`src/rtl/grapher_pkg.sv`:
```
// rtl/grapher_pkg.sv - shared constants and datapath helpers for the spectrum plotter
package grapher_pkg;

  localparam int MODE_BAR  = 0;
  localparam int MODE_PEAK = 1;

  localparam logic [2:0] COL_AXIS  = 3'b111;
  localparam logic [2:0] COL_PEAK  = 3'b100;
  localparam logic [2:0] COL_TRACE = 3'b010;
  localparam logic [2:0] COL_BLACK = 3'b000;

  localparam int PK_W = 9;

  // Inputs arrive sign-extended from DATA_W <= 31, so the 33-bit sum cannot overflow.
  function automatic logic [32:0] mag_l1(input logic signed [31:0] re,
                                         input logic signed [31:0] im);
    logic signed [32:0] rx, ix;
    rx = {re[31], re};
    ix = {im[31], im};
    if (rx < 0) rx = -rx;
    if (ix < 0) ix = -ix;
    return $unsigned(rx) + $unsigned(ix);
  endfunction

  function automatic logic [PK_W-1:0] scale_sat(input logic [32:0] mag,
                                                input int shift,
                                                input int lim);
    logic [32:0] s, l;
    s = mag >> shift;
    l = 33'(lim);
    return (s > l) ? l[PK_W-1:0] : s[PK_W-1:0];
  endfunction

  function automatic logic [15:0] bit_rev(input logic [15:0] v, input int w);
    logic [15:0] r;
    r = '0;
    for (int i = 0; i < 16; i++) begin
      if (i < w) r[i] = v[w-1-i];
    end
    return r;
  endfunction

endpackage

```
`src/rtl/peak_hold_mem.sv`:
```
// rtl/peak_hold_mem.sv - per-bin peak height store, async read / sync write
module peak_hold_mem
  import grapher_pkg::*;
#(
  parameter int N_BINS = 512,
  parameter int ADDR_W = $clog2(N_BINS)
) (
  input  logic              clk,
  input  logic              we,
  input  logic [ADDR_W-1:0] waddr,
  input  logic [PK_W-1:0]   wdata,
  input  logic [ADDR_W-1:0] raddr,
  output logic [PK_W-1:0]   rdata
);

  logic [PK_W-1:0] mem [N_BINS];

  always_ff @(posedge clk) begin
    if (we) mem[waddr] <= wdata;
  end

  assign rdata = mem[raddr];

endmodule

```
`src/rtl/spectrum_plotter.sv`:
```
// rtl/spectrum_plotter.sv - VGA FFT magnitude plotter: axes, dot/bar trace, decaying peak-hold marker
module spectrum_plotter
  import grapher_pkg::*;
#(
  parameter int DATA_W       = 16,
  parameter int N_BINS       = 512,
  parameter int X_ZOOM       = 1,
  parameter int X0           = 50,
  parameter int Y0           = 100,
  parameter int GRAPH_H      = 256,
  parameter int SCALE_SHIFT  = 8,
  parameter int BITREV       = 1,
  parameter int DECAY_FRAMES = 4,
  parameter int DECAY_STEP   = 1,
  parameter int ADDR_W       = $clog2(N_BINS)
) (
  input  logic                     i_clk_24MHz,
  input  logic                     i_rst,
  input  logic                     i_en,
  input  logic [1:0]               i_mode,
  input  logic                     i_hs,
  input  logic                     i_vs,
  input  logic                     i_active,
  input  logic [9:0]               i_x,
  input  logic [8:0]               i_y,
  output logic                     o_rd_en,
  output logic [ADDR_W-1:0]        o_rd_addr,
  input  logic signed [DATA_W-1:0] i_rd_re,
  input  logic signed [DATA_W-1:0] i_rd_im,
  output logic                     o_hs,
  output logic                     o_vs,
  output logic                     o_r,
  output logic                     o_g,
  output logic                     o_b
);

  localparam int GRAPH_W = N_BINS * X_ZOOM;
  localparam int ZOOM_SH = $clog2(X_ZOOM);
  localparam int CNT_W   = (DECAY_FRAMES > 1) ? $clog2(DECAY_FRAMES) : 1;
  localparam logic [8:0] Y_BOT = 9'(GRAPH_H - 1);

  logic              in_graph;
  logic [9:0]        xg;
  logic [8:0]        yg;
  logic [ADDR_W-1:0] bin;

  always_comb begin
    in_graph = i_active
             && ({1'b0, i_x} >= 11'(X0)) && ({1'b0, i_x} < 11'(X0 + GRAPH_W))
             && ({1'b0, i_y} >= 10'(Y0)) && ({1'b0, i_y} < 10'(Y0 + GRAPH_H));
    xg  = i_x - 10'(X0);
    yg  = i_y - 9'(Y0);
    bin = ADDR_W'(xg >> ZOOM_SH);
  end

  // RAM enable follows i_en so read data holds while the pipeline is frozen.
  assign o_rd_en   = in_graph & i_en & ~i_rst;
  assign o_rd_addr = !o_rd_en ? '0
                   : (BITREV != 0) ? ADDR_W'(bit_rev(16'(bin), ADDR_W)) : bin;

  logic              s1_in, s1_hs, s1_vs;
  logic [9:0]        s1_xg;
  logic [8:0]        s1_yg;
  logic [ADDR_W-1:0] s1_bin;
  logic [1:0]        mode_q;
  logic [CNT_W-1:0]  decay_cnt;
  logic              decay_tick, clear_pending, row_started, upd_done;

  logic [32:0]     mag;
  logic [PK_W-1:0] h, top, pk, pk_disp, decayed, held, pk_new;
  logic            axis, trace, mark, pk_write, pk_we, frame_start;
  logic [2:0]      colour;

  always_comb begin
    mag      = mag_l1(32'(i_rd_re), 32'(i_rd_im));
    h        = scale_sat(mag, SCALE_SHIFT, GRAPH_H - 1);
    top      = Y_BOT - h;
    // Until a full clearing row has been written the stored peaks are stale; show them as zero.
    pk_disp  = (clear_pending && !upd_done) ? '0 : pk;
    axis     = (s1_yg == Y_BOT) || (s1_xg == '0);
    trace    = mode_q[MODE_BAR] ? (s1_yg >= top) : (s1_yg == top);
    mark     = mode_q[MODE_PEAK] && (s1_yg == (Y_BOT - pk_disp));
    colour   = COL_BLACK;
    if (s1_in) begin
      if (axis)       colour = COL_AXIS;
      else if (mark)  colour = COL_PEAK;
      else if (trace) colour = COL_TRACE;
    end
    decayed  = (pk >= 9'(DECAY_STEP)) ? pk - 9'(DECAY_STEP) : '0;
    held     = decay_tick ? decayed : pk;
    pk_new   = clear_pending ? h : ((h > held) ? h : held);
    pk_write = s1_in && (s1_yg == '0) && ((s1_xg & 10'(X_ZOOM - 1)) == '0);
    pk_we    = pk_write && i_en && !i_rst;
    frame_start = s1_vs && !i_vs;
  end

  peak_hold_mem #(
    .N_BINS (N_BINS),
    .ADDR_W (ADDR_W)
  ) u_peak (
    .clk   (i_clk_24MHz),
    .we    (pk_we),
    .waddr (s1_bin),
    .wdata (pk_new),
    .raddr (s1_bin),
    .rdata (pk)
  );

  always_ff @(posedge i_clk_24MHz) begin
    if (i_rst) begin
      s1_in         <= 1'b0;
      s1_hs         <= 1'b0;
      s1_vs         <= 1'b0;
      s1_xg         <= '0;
      s1_yg         <= '0;
      s1_bin        <= '0;
      o_hs          <= 1'b0;
      o_vs          <= 1'b0;
      {o_r, o_g, o_b} <= COL_BLACK;
      mode_q        <= '0;
      decay_cnt     <= '0;
      decay_tick    <= 1'b0;
      clear_pending <= 1'b1;
      row_started   <= 1'b0;
      upd_done      <= 1'b0;
    end else if (i_en) begin
      s1_in  <= in_graph;
      s1_hs  <= i_hs;
      s1_vs  <= i_vs;
      s1_xg  <= xg;
      s1_yg  <= yg;
      s1_bin <= bin;
      o_hs   <= s1_hs;
      o_vs   <= s1_vs;
      {o_r, o_g, o_b} <= colour;
      if (frame_start) begin
        mode_q <= i_mode;
        if (decay_cnt == CNT_W'(DECAY_FRAMES - 1)) begin
          decay_cnt  <= '0;
          decay_tick <= 1'b1;
        end else begin
          decay_cnt  <= decay_cnt + CNT_W'(1);
          decay_tick <= 1'b0;
        end
        if (upd_done) clear_pending <= 1'b0;
      end
      // A clearing row counts as complete only if it ran from bin 0 through the last bin.
      if (pk_write && clear_pending) begin
        if (s1_bin == '0) row_started <= 1'b1;
        if (row_started && s1_bin == ADDR_W'(N_BINS - 1)) upd_done <= 1'b1;
      end
    end
  end

endmodule

```
`config.mk`:
```
export PLATFORM = sky130hd
export DESIGN_NAME = spectrum_plotter
export DESIGN_NICKNAME = d
export VERILOG_FILES = /design/src/rtl/grapher_pkg.sv /design/src/rtl/peak_hold_mem.sv /design/src/rtl/spectrum_plotter.sv
export SDC_FILE = /design/constraint.sdc
export NUM_CORES = 2
export LEC_CHECK = 0
export CAP_MARGIN = 20
export CORE_MARGIN = 2
export CORE_UTILIZATION = 38
export CTS_BUF_LIST = sky130_fd_sc_hd__clkbuf_4
export CTS_CLUSTER_DIAMETER = 50
export CTS_CLUSTER_SIZE = 40
export DETAILED_ROUTE_END_ITERATION = 7
export PLACE_DENSITY = 0.63
export SETUP_SLACK_MARGIN = 0.3
export SKIP_CTS_REPAIR_TIMING = 1
export SYNTH_ARGS = -nofsm -noshare
export SYNTH_HDL_FRONTEND = slang
export SYNTH_MEMORY_MAX_BITS = 65536
export SYNTH_SLANG_ARGS = --single-unit
```
`constraint.sdc`:
```
create_clock -name i_clk_24MHz -period 35.3 [get_ports i_clk_24MHz]
set_input_delay 3.53 -clock i_clk_24MHz [delete_from_list [all_inputs] [get_ports i_clk_24MHz]]
set_output_delay 3.53 -clock i_clk_24MHz [all_outputs]
set_load 0.05 [all_outputs]
```
==> flow_metrics.tcl <==
set metrics [dict create \
    hold_violations 0 \
    synth-async-reset-ratio 0 \
    ys_seq_area_frac 0.757 \
    grt_pass1_wl_microns 771000 \
    netlist_area_sq_um 184000 \
    fmax_ghz 0.0695 \
    worst_ir_drop_vdd_uv 28.2 \
    drv_slew 0 \
    syn_avg_cell_area_sq_um 20.3 \
    dieArea_sq_um 490000 \
    place_hpwl_microns 355000 \
    crit_required_ps 36570 \
    setup_viol 0 \
    htreeDepth 5 \
    ant_nets 0 \
    synthCells 9055 \
    swShare 0.264 \
    nets 9527 \
    clockBufferDepth 4 \
    pwr-share-seq 0.614 \
    vias_per_cell 6.06 \
    cts_buffers 397 \
    cpMostUsedCell "buf_4" \
    tritoncts "done" \
    final_cell_mix "edfxtp_1, mux4_2, nor2_1, mux2i_1, clkbuf_4" \
    pwr-share-clk 0.311 \
    cp_max_fo 101 \
    drt-total-wl_microns 567000 \
    fin_area_sq_um 201000 \
    p_comb_frac 0.075 \
    drive_gt1_frac 0.232 \
    violations "max-capacitance violations" \
    gp_congestion 0.898 \
    drc 0 \
    io_pins 74 \
    multi_input_comb_area_sq_um 41800 \
    ys_ff_latch 4652 \
    start_kind "flop" \
    routedWlPerCell_microns 35.0 \
    ys.flop_type "edfxtp_1" \
    grt_pass1_vias 93981 \
    drt_iter0_markers 15611 \
    slew_headroom 0.0214 \
    start_util 0.382 \
    ys_warn_count 0 \
    grt_setup_unrepaired "no" \
    postPlaceCellArea_sq_um 193000 \
    io_buffers 73 \
    vias 98242 \
    cts-root-buf "clkbuf_4" \
    synth_cell_types 105 \
    seq_area_sq_um 139000 \
    fp.dieW_microns 700 \
    end_kind "flop" \
    rows 255 \
    tns_ps 0 \
    crit_slowest_cell "o2bb2ai_1" \
    worstSetupPathType "flop to flop" \
    dr.pass1.iters 6 \
    power_switching_w 0.00258 \
    path_clk_slew_ps 190 \
    grt_overflow 0 \
    fill_cells 41815 \
    area_growth_pct 9.09 \
    layout_commonest_cell "edfxtp_1" \
    clock_sinks 4652 \
    hold_path_class "flop to flop" \
    power_density_nw_per_um2 48.6 \
    antenna_found_initial 47 \
    fin_crit_sh 0.408 \
    max-cap-violations 1 \
    p_leak_nw 63.0 \
    period_minus_slack_ps 14380 \
    intPower_w 0.00718 \
    grt_util_all_layers 0.225 \
    tightest_slew_ps 1450 \
    skew_ps 260 \
    synth_edf_count 4608 \
    clock_latency_ps 1720 \
    crit_arrival_ps 15650 \
    status "finished, violations left" \
    grt_max_degree 231 \
    core-area_sq_um 482000 \
    critPathMaxStageDelay_ps 1040 \
    dieHeight_microns 700 \
]
logic make-up after synthesis:
group	Yosys count	synth area share
and+or+nand+nor	1315	0.0322
muxes	1471	0.150
adders and majority gates	58	0.00394
AOI/OAI and AO/OA	921	0.0352
buffers and inverters	580	0.0195
xor gates and xnor gates	56	0.00266
other	2	0.0000408
DFF	4652	0.757
worst paths after layout:
kind,cells after the start,end,startpoint,slack (ps)
max,32,u_peak.mem[188][5],flop,20920
max reg2reg,32,u_peak.mem[188][5],flop,20920
min reg2reg,2,s1_in,s1_in,500
min,2,s1_in,s1_in,500
sequential cells by signal, summed over array words and instances, names as in the netlist, named ones only:
| signal | flops |
|---|---|
| clear_pending | 1 |
| decay_cnt | 2 |
| decay_tick | 1 |
| mode_q | 2 |
| o_b | 1 |
| o_g | 1 |
| o_hs | 1 |
| o_r | 1 |
| o_vs | 1 |
| row_started | 1 |
| s1_hs | 1 |
| s1_in | 1 |
| s1_vs | 1 |
| s1_xg | 10 |
| s1_yg | 9 |
| u_peak.mem | 4608 |
| upd_done | 1 |
layout make-up:
| class | instances | share of cell area |
|---|---|---|
| flip-flops and latches | 4652 | 0.694 |
| multi-input cells | 3855 | 0.208 |
| well taps | 6425 | 0.0400 |
| repair buffers | 467 | 0.0212 |
| clock inverters | 331 | 0.0205 |
| clock buffers | 410 | 0.0153 |
| inverters | 37 | 0.000742 |
| diodes | 30 | 0.000374 |
per-layer routing:
metal  part of all wire  track usage  wire (microns)  up-vias
met5           0.000095            0              54        -
met4              0.054        0.102           30500        8
met3               0.12       0.0551           68300     1034
met2               0.45        0.346          258000     6620
met1               0.37        0.303          210000    52192
li1                   -            -               -    38388
cell usage after synthesis (all sizes together) (20+ instances only):
master,n,area share
clkbuf,199,0.0042
and2,25,0.00085
mux4,1019,0.13
nand2,268,0.0055
inv,34,0.00069
ha,58,0.0039
a21oi,155,0.0042
nand2b,27,0.00092
a221oi,46,0.0023
edfxtp,4608,0.75
a22o,31,0.0015
mux2i,423,0.023
a211oi,53,0.0022
a21o,21,0.00086
and3,21,0.00074
nor3,49,0.0014
o21ai,89,0.0024
nand4,47,0.0016
nor2b,33,0.0011
a22oi,274,0.011
xor2,20,0.00095
a2111oi,23,0.0011
buf,344,0.015
nor2,642,0.013
o22ai,56,0.0019
mux2,29,0.0018
nand3,98,0.0027
nor4,27,0.0010
dfxtp,44,0.0048
xnor2,36,0.0017
a31oi,37,0.0013
worst max-delay path: cells and delay by family, from the launching register on:
kind | cells | cell delay, ps
muxes | 1 | 340
adders and majority gates | 1 | 350
DFF | 1 | 770
AOI/OAI and AO/OA | 12 | 3960
and+or+nand+nor | 9 | 2050
buffers and inverters | 9 | 5960
power by group through the flow:
stage          Sequential [W]  Clock (W)  Combinational [W]
2_1_floorplan         0.00610          0           0.000414
3_3_place_gp          0.00611          0           0.000710
3_5_place_dp          0.00611          0           0.000713
4_1_cts               0.00598    0.00306           0.000715
5_1_grt               0.00599    0.00325           0.000745
6_report              0.00598    0.00303           0.000736
through the flow:
step | setup slack (ps) | util | power [W] | hold WS (ps) | std cells
after floorplan | 1750 | - | 0.00651 | 441 | 9087
after global placement | 20880 | 0.399 | 0.00682 | 457 | 15321
after detailed placement | 21410 | 0.400 | 0.00682 | 459 | 15369
after CTS | 21340 | 0.414 | 0.00976 | 501 | 16110
after global routing | 20720 | 0.416 | 0.00998 | 531 | 16187
final | 20920 | 0.416 | 0.00975 | 504 | 16207
(Power assumes the default switching activity.)
